**config.mk**
```make
export PLATFORM = sky130hd
export DESIGN_NAME = pwm_deadband_flat
export DESIGN_NICKNAME = d
export VERILOG_FILES = /design/src/rtl/pwm_deadband_if.sv /design/src/rtl/pwm_deadband.sv /design/src/flat_wrapper.sv
export SDC_FILE = /design/constraint.sdc
export NUM_CORES = 1
export LEC_CHECK = 0
export ABC_CLOCK_PERIOD_IN_PS = 1900
export CAP_MARGIN = 20
export CORE_ASPECT_RATIO = 0.5
export CORE_MARGIN = 2
export CORE_UTILIZATION = 48
export DETAILED_ROUTE_END_ITERATION = 10
export PLACE_DENSITY = 0.74
export SKIP_LAST_GASP = 1
export SYNTH_ARGS = -nofsm -noshare
export SYNTH_HDL_FRONTEND = slang
export SYNTH_SLANG_ARGS = --single-unit
```
**constraint.sdc**
```tcl
create_clock -name clk -period 1.9 [get_ports clk]
set_input_delay 0.19 -clock clk [delete_from_list [all_inputs] [get_ports clk]]
set_output_delay 0.19 -clock clk [all_outputs]
set_load 0.01 [all_outputs]
```
**src/rtl/pwm_deadband_if.sv**
```systemverilog
// Register bus for pwm_deadband: single-cycle writes, combinational read data.
interface pwm_deadband_if;
  logic        we_i;
  logic [31:0] addr_i;
  logic [31:0] data_i;
  logic [31:0] data_o;

  modport master (output we_i, output addr_i, output data_i, input data_o);
  modport slave  (input we_i, input addr_i, input data_i, output data_o);
endinterface

```
**src/rtl/pwm_deadband.sv**
```systemverilog
// Four-channel complementary PWM driver with per-channel dead-time insertion.
// Define PWM_DEADBAND_POLARITY_EN to enable per-channel output inversion (CTRL[7:4]).
module pwm_deadband (
  input  logic          clk,
  input  logic          rst,
  pwm_deadband_if.slave bus,
  input  logic [3:0]    pwm_i,
  output logic [3:0]    hi_o,
  output logic [3:0]    lo_o
);

  // state  | meaning
  // OFF    | channel disabled, both drives off
  // LO_ON  | low side on
  // DEAD_R | dead time before high side turns on
  // HI_ON  | high side on
  // DEAD_F | dead time before low side turns on
  typedef enum logic [2:0] {S_OFF, S_LO_ON, S_DEAD_R, S_HI_ON, S_DEAD_F} state_t;

  logic [3:0] en_q;
  logic [3:0] pol_q;
  logic [3:0] pwm_q;
  logic [3:0] hi_q;
  logic [3:0] lo_q;
  logic [3:0] dead;
  logic [7:0] dt_q    [4];
  logic [7:0] cnt_q   [4];
  state_t     state_q [4];
  logic       unused_bits;

  assign unused_bits = ^{bus.addr_i[31:8], bus.data_i[31:8]};

  always_ff @(posedge clk or negedge rst) begin
    if (!rst) begin
      en_q  <= '0;
      pwm_q <= '0;
      for (int n = 0; n < 4; n++) dt_q[n] <= '0;
    end else begin
      pwm_q <= pwm_i;
      if (bus.we_i) begin
        case (bus.addr_i[7:0])
          8'h00:   en_q     <= bus.data_i[3:0];
          8'h04:   dt_q[0]  <= bus.data_i[7:0];
          8'h08:   dt_q[1]  <= bus.data_i[7:0];
          8'h0C:   dt_q[2]  <= bus.data_i[7:0];
          8'h10:   dt_q[3]  <= bus.data_i[7:0];
          default: ;
        endcase
      end
    end
  end

`ifdef PWM_DEADBAND_POLARITY_EN
  always_ff @(posedge clk or negedge rst) begin
    if (!rst) begin
      pol_q <= '0;
    end else if (bus.we_i && bus.addr_i[7:0] == 8'h00) begin
      pol_q <= bus.data_i[7:4];
    end
  end
`else
  assign pol_q = 4'h0;
`endif

  always_comb begin
    for (int n = 0; n < 4; n++) dead[n] = (state_q[n] == S_DEAD_R) || (state_q[n] == S_DEAD_F);
  end

  always_comb begin
    bus.data_o = '0;
    case (bus.addr_i[7:0])
      8'h00:   bus.data_o[7:0]   = {pol_q, en_q};
      8'h04:   bus.data_o[7:0]   = dt_q[0];
      8'h08:   bus.data_o[7:0]   = dt_q[1];
      8'h0C:   bus.data_o[7:0]   = dt_q[2];
      8'h10:   bus.data_o[7:0]   = dt_q[3];
      8'h14: begin
        bus.data_o[3:0]   = pwm_q;
        bus.data_o[19:16] = dead;
      end
      default: ;
    endcase
  end

  // The dead-time counter is only loaded on entry to a dead state, so DT writes
  // never disturb an interval already running.
  always_ff @(posedge clk or negedge rst) begin
    if (!rst) begin
      hi_q <= '0;
      lo_q <= '0;
      for (int n = 0; n < 4; n++) begin
        state_q[n] <= S_OFF;
        cnt_q[n]   <= '0;
      end
    end else begin
      for (int n = 0; n < 4; n++) begin
        if (!en_q[n]) begin
          state_q[n] <= S_OFF;
          hi_q[n]    <= 1'b0;
          lo_q[n]    <= 1'b0;
        end else begin
          case (state_q[n])
            S_OFF: begin
              hi_q[n] <= 1'b0;
              if (pwm_q[n]) begin
                state_q[n] <= S_DEAD_R;
                cnt_q[n]   <= dt_q[n];
                lo_q[n]    <= 1'b0;
              end else begin
                state_q[n] <= S_LO_ON;
                lo_q[n]    <= 1'b1;
              end
            end
            S_LO_ON: begin
              if (pwm_q[n]) begin
                lo_q[n] <= 1'b0;
                if (dt_q[n] != 8'd0) begin
                  state_q[n] <= S_DEAD_R;
                  cnt_q[n]   <= dt_q[n];
                end else begin
                  state_q[n] <= S_HI_ON;
                  hi_q[n]    <= 1'b1;
                end
              end
            end
            S_DEAD_R: begin
              if (!pwm_q[n]) begin
                state_q[n] <= S_LO_ON;
                lo_q[n]    <= 1'b1;
              end else if (cnt_q[n] <= 8'd1) begin
                state_q[n] <= S_HI_ON;
                hi_q[n]    <= 1'b1;
              end else begin
                cnt_q[n] <= cnt_q[n] - 8'd1;
              end
            end
            S_HI_ON: begin
              if (!pwm_q[n]) begin
                hi_q[n] <= 1'b0;
                if (dt_q[n] != 8'd0) begin
                  state_q[n] <= S_DEAD_F;
                  cnt_q[n]   <= dt_q[n];
                end else begin
                  state_q[n] <= S_LO_ON;
                  lo_q[n]    <= 1'b1;
                end
              end
            end
            S_DEAD_F: begin
              if (pwm_q[n]) begin
                state_q[n] <= S_HI_ON;
                hi_q[n]    <= 1'b1;
              end else if (cnt_q[n] <= 8'd1) begin
                state_q[n] <= S_LO_ON;
                lo_q[n]    <= 1'b1;
              end else begin
                cnt_q[n] <= cnt_q[n] - 8'd1;
              end
            end
            default: begin
              state_q[n] <= S_OFF;
              hi_q[n]    <= 1'b0;
              lo_q[n]    <= 1'b0;
            end
          endcase
        end
      end
    end
  end

  assign hi_o = hi_q ^ pol_q;
  assign lo_o = lo_q ^ pol_q;

endmodule

```
**src/flat_wrapper.sv**
```systemverilog
// flat-port wrapper written by rule: the top's interface ports become plain ports
module pwm_deadband_flat 
  (clk, rst, pwm_i, hi_o, lo_o, bus_we_i, bus_addr_i, bus_data_i, bus_data_o);
  pwm_deadband_if bus_i ();
  input  logic clk;
  input  logic rst;
  input  logic [3:0] pwm_i;
  output logic [3:0] hi_o;
  output logic [3:0] lo_o;
  input wire logic [$bits(bus_i.we_i)-1:0] bus_we_i;
  input wire logic [$bits(bus_i.addr_i)-1:0] bus_addr_i;
  input wire logic [$bits(bus_i.data_i)-1:0] bus_data_i;
  output wire logic [$bits(bus_i.data_o)-1:0] bus_data_o;
  assign bus_i.we_i = bus_we_i;
  assign bus_i.addr_i = bus_addr_i;
  assign bus_i.data_i = bus_data_i;
  assign bus_data_o = bus_i.data_o;
  pwm_deadband u_core (.clk(clk), .rst(rst), .bus(bus_i), .pwm_i(pwm_i), .hi_o(hi_o), .lo_o(lo_o));
endmodule
```
==> impl_metrics.tcl <==
set metrics [dict create \
    reg2reg_to "u_core.hi_o[2]$_DFFE_PN0P_" \
    drive_gt1_share_pct 31.2 \
    timing.critical_path.fanout_max 5 \
    final_cell_mix "buf_4, dfrtp_1, nor2_1" \
    required_ns 1.71 \
    synth_seq_cells 92 \
    vias_per_cell 5.89 \
    grt_pass1_wl_um 26300 \
    clockBufferDepth 2 \
    r2r-start "u_core.cnt_q[14]$_DFFE_PN0P_" \
    max_freq_mhz 513 \
    routed_wl_um 16700 \
    start_util_pct 49.6 \
    crit_path_cell_trace "buf_6 > or3_4 > or4_4 > buf_6 > o21ai_1 > buf_2" \
    cp_num_cells 6 \
    violations "negative setup slack" \
    die_width_um 161 \
    cpPeakStageDelay_ns 0.61 \
    crit_top_cell "buf_6" \
    dieArea_um2 13200 \
    synthTopCellsByArea "dfrtp_1, mux2_2, o21ai_0, nor2_1, a21oi_1" \
    power.density_nw_per_um2 776 \
    syn_area_per_cell_um2 8.87 \
    grt_max_degree 45 \
    std_cell_rows 28 \
    dp_hpwl_um 11800 \
    peakVddDrop_mv 0.461 \
    die_h_um 82.3 \
    ioPinCount 111 \
    cp-end-kind "primary output" \
    synth_seq_area_share_pct 39.1 \
    cp_num_buf_inv 3 \
    crit_type "in -> out" \
    maxCapViolCount 0 \
    dominantRegCellSynth "dfrtp_1" \
    reg2reg_slack_ns -0.01 \
    grt_overflow_total 0 \
    synth.distinct_cells 68 \
    cp-start-kind "input port" \
    slew_violations 0 \
    cpMaxStageDelayCell "or4_4" \
    setup_viol 2 \
    total_power_mw 6.09 \
    worstRegToRegCells 5 \
    worst_pin_slew_ns 0.580 \
    cts.sinks 92 \
    critPathLaunch "bus_addr_i[4]" \
    outcome "finished, violations left" \
    grtUsageTotal_pct 24.9 \
    hold_depth 1 \
    synth_top_cell_area_share_pct 39.1 \
    setup_ws_ns -0.0503 \
    wl_per_cell_um 17.2 \
    final_util_pct 66.0 \
    endpoint "bus_data_o[7]" \
    grt_pass1_vias 5280 \
    areaGrowthSynthToFinish_pct 33.1 \
    portBuffers 42 \
    clock_latency_ns 0.34 \
    antenna_found_initial 0 \
    htree_levels 3 \
    numCtsBuffers 9 \
    drc 0 \
    rsz0062_at_grt "yes" \
    crit_family "simple AND/OR/NAND/NOR gates" \
    synth_edf_count 0 \
    final_common_cell "buf_4" \
    setup_tns_ns -0.0593 \
    num_vias 5744 \
    async_flop_share_pct 100 \
    final_nets 884 \
    gp_congestion 0.918 \
    cp_data_arrival_time_ns 1.76 \
    core_area_um2 11900 \
    syn_inst 664 \
    synth_warnings 0 \
    cts-root-buf "clkbuf_16" \
    firstDrtPassIters 5 \
    leakage_nw 3.58 \
    finalHoldViolations 0 \
    finalCriticalPeriod_ns 1.95 \
    synth_top_area_cell "dfrtp_1" \
    skew_ns 0.00599 \
    synth_area_um2 5890 \
    min_path_type "in -> reg" \
    slew_headroom_pct 61.3 \
    n_antenna_cell 0 \
    ant_nets 0 \
    fin_crit_sh_pct 103 \
    drtIter0Drc 513 \
    cts_tree "yes" \
    cts.clk_slew.worst_paths_ns 0.07 \
]
-- worst reg2reg max path, stage by stage (launching register included) --
cell and delay [ns]:
dfrtp_1 0.38, or3_4 0.42, or3_4 0.38, or3_4 0.37, a41oi_2 0.13, o311a_1 0.17
-- routing by layer --
layer  global-route usage, %  vias to the layer above  wire, um
li1                        -                     2712         -
met1                    33.4                     2787      7650
met2                    42.6                      216      7980
met3                    3.55                       29       820
met4                    7.75                        0       299
met5                       0                        -         0
-- stage by stage --
| stage | setup WS (ns) | instance area (um2) | std cells | hold WS (ns) |
|---|---|---|---|---|
| after global placement | -0.801 | 7210 | 948 | 0.227 |
| after floorplan | -0.0669 | 5980 | 683 | -0.106 |
| after CTS | 0.00161 | 7600 | 969 | 0.281 |
| after global routing | -0.0717 | 7840 | 975 | 0.275 |
| after detailed placement | -0.853 | 7210 | 948 | 0.231 |
| final | -0.0503 | 7840 | 975 | 0.279 |
-- area by class of cell --
| cell class | count | area, um2 |
|---|---|---|
| Clock inverter | 5 | 75.1 |
| Fill cell | 925 | 4040 |
| Sequential cell | 92 | 2300 |
| Inverter | 23 | 86.3 |
| Clock buffer | 11 | 243 |
| Tap cell | 165 | 206 |
| Timing Repair Buffer | 172 | 1390 |
| Multi-Input combinational cell | 507 | 3540 |
-- state kept, by name, summed over array words and instances (netlist names) --
register / cells
u_core.cnt_q: 32
u_core.dt_q: 32
u_core.en_q: 4
u_core.pwm_q: 4
u_core.hi_o: 4
u_core.lo_o: 4
u_core.state_q: 12
-- cells by family (layout without fill, tap and decap cells) --
family                     Yosys count  count (layout)  synth area share (%)
and+or+nand+nor                    224             224                  19.9
DFF                                 92              92                  39.1
xor gates and xnor gates             6               6                 0.892
AOI/OAI and AO/OA                  198             198                  22.2
buffers and inverters               84             211                  6.73
adders and majority gates            8               8                  1.70
muxes                               51              51                  9.49
other                                1              20                0.0636
-- where the power goes --
group | switching [mW] | total, mW | internal, mW
Clock | 0.757 | 1.94 | 1.18
Sequential | 0.156 | 2.27 | 2.12
Combinational | 0.994 | 1.88 | 0.882
Total | 1.91 | 6.09 | 4.18
-- synth_stat cells (all sizes together), types with 8 or more instances --
master	count
nor3	26
buf	27
nor2b	12
a31oi	10
nor4	10
mux2i	12
nor2	57
dfrtp	92
o31ai	10
ha	8
nand2	32
and3	10
nand3	21
inv	23
nand2b	9
a21oi	39
clkbuf	34
nor3b	8
mux2	39
o21ai	58
a22oi	8
-- worst min-delay path by stage --
stage | startpoint | endpoint | slack, ns
finish | pwm_i[3] | u_core.pwm_q[3]$_DFF_PN0_ | 0.28
global route | pwm_i[3] | u_core.pwm_q[3]$_DFF_PN0_ | 0.27
CTS | pwm_i[3] | u_core.pwm_q[3]$_DFF_PN0_ | 0.28
detailed placement | rst | u_core.state_q[9]$_DFFE_PN0P_ | 0.23
global placement | rst | u_core.state_q[9]$_DFFE_PN0P_ | 0.23
floorplan | rst | u_core.cnt_q[0]$_DFFE_PN0P_ | -0.11
-- timing repair --
| action | in CTS | in global routing |
|---|---|---|
| gates resized for setup | 75 | 52 |
| hold buffers | 1 | 0 |
| pin swaps | 8 | 17 |
| hold endpoints to repair | 42 | 0 |
| setup buffers | 4 | 6 |
| setup endpoints to repair | 28 | 51 |
(Power assumes the default switching activity.)
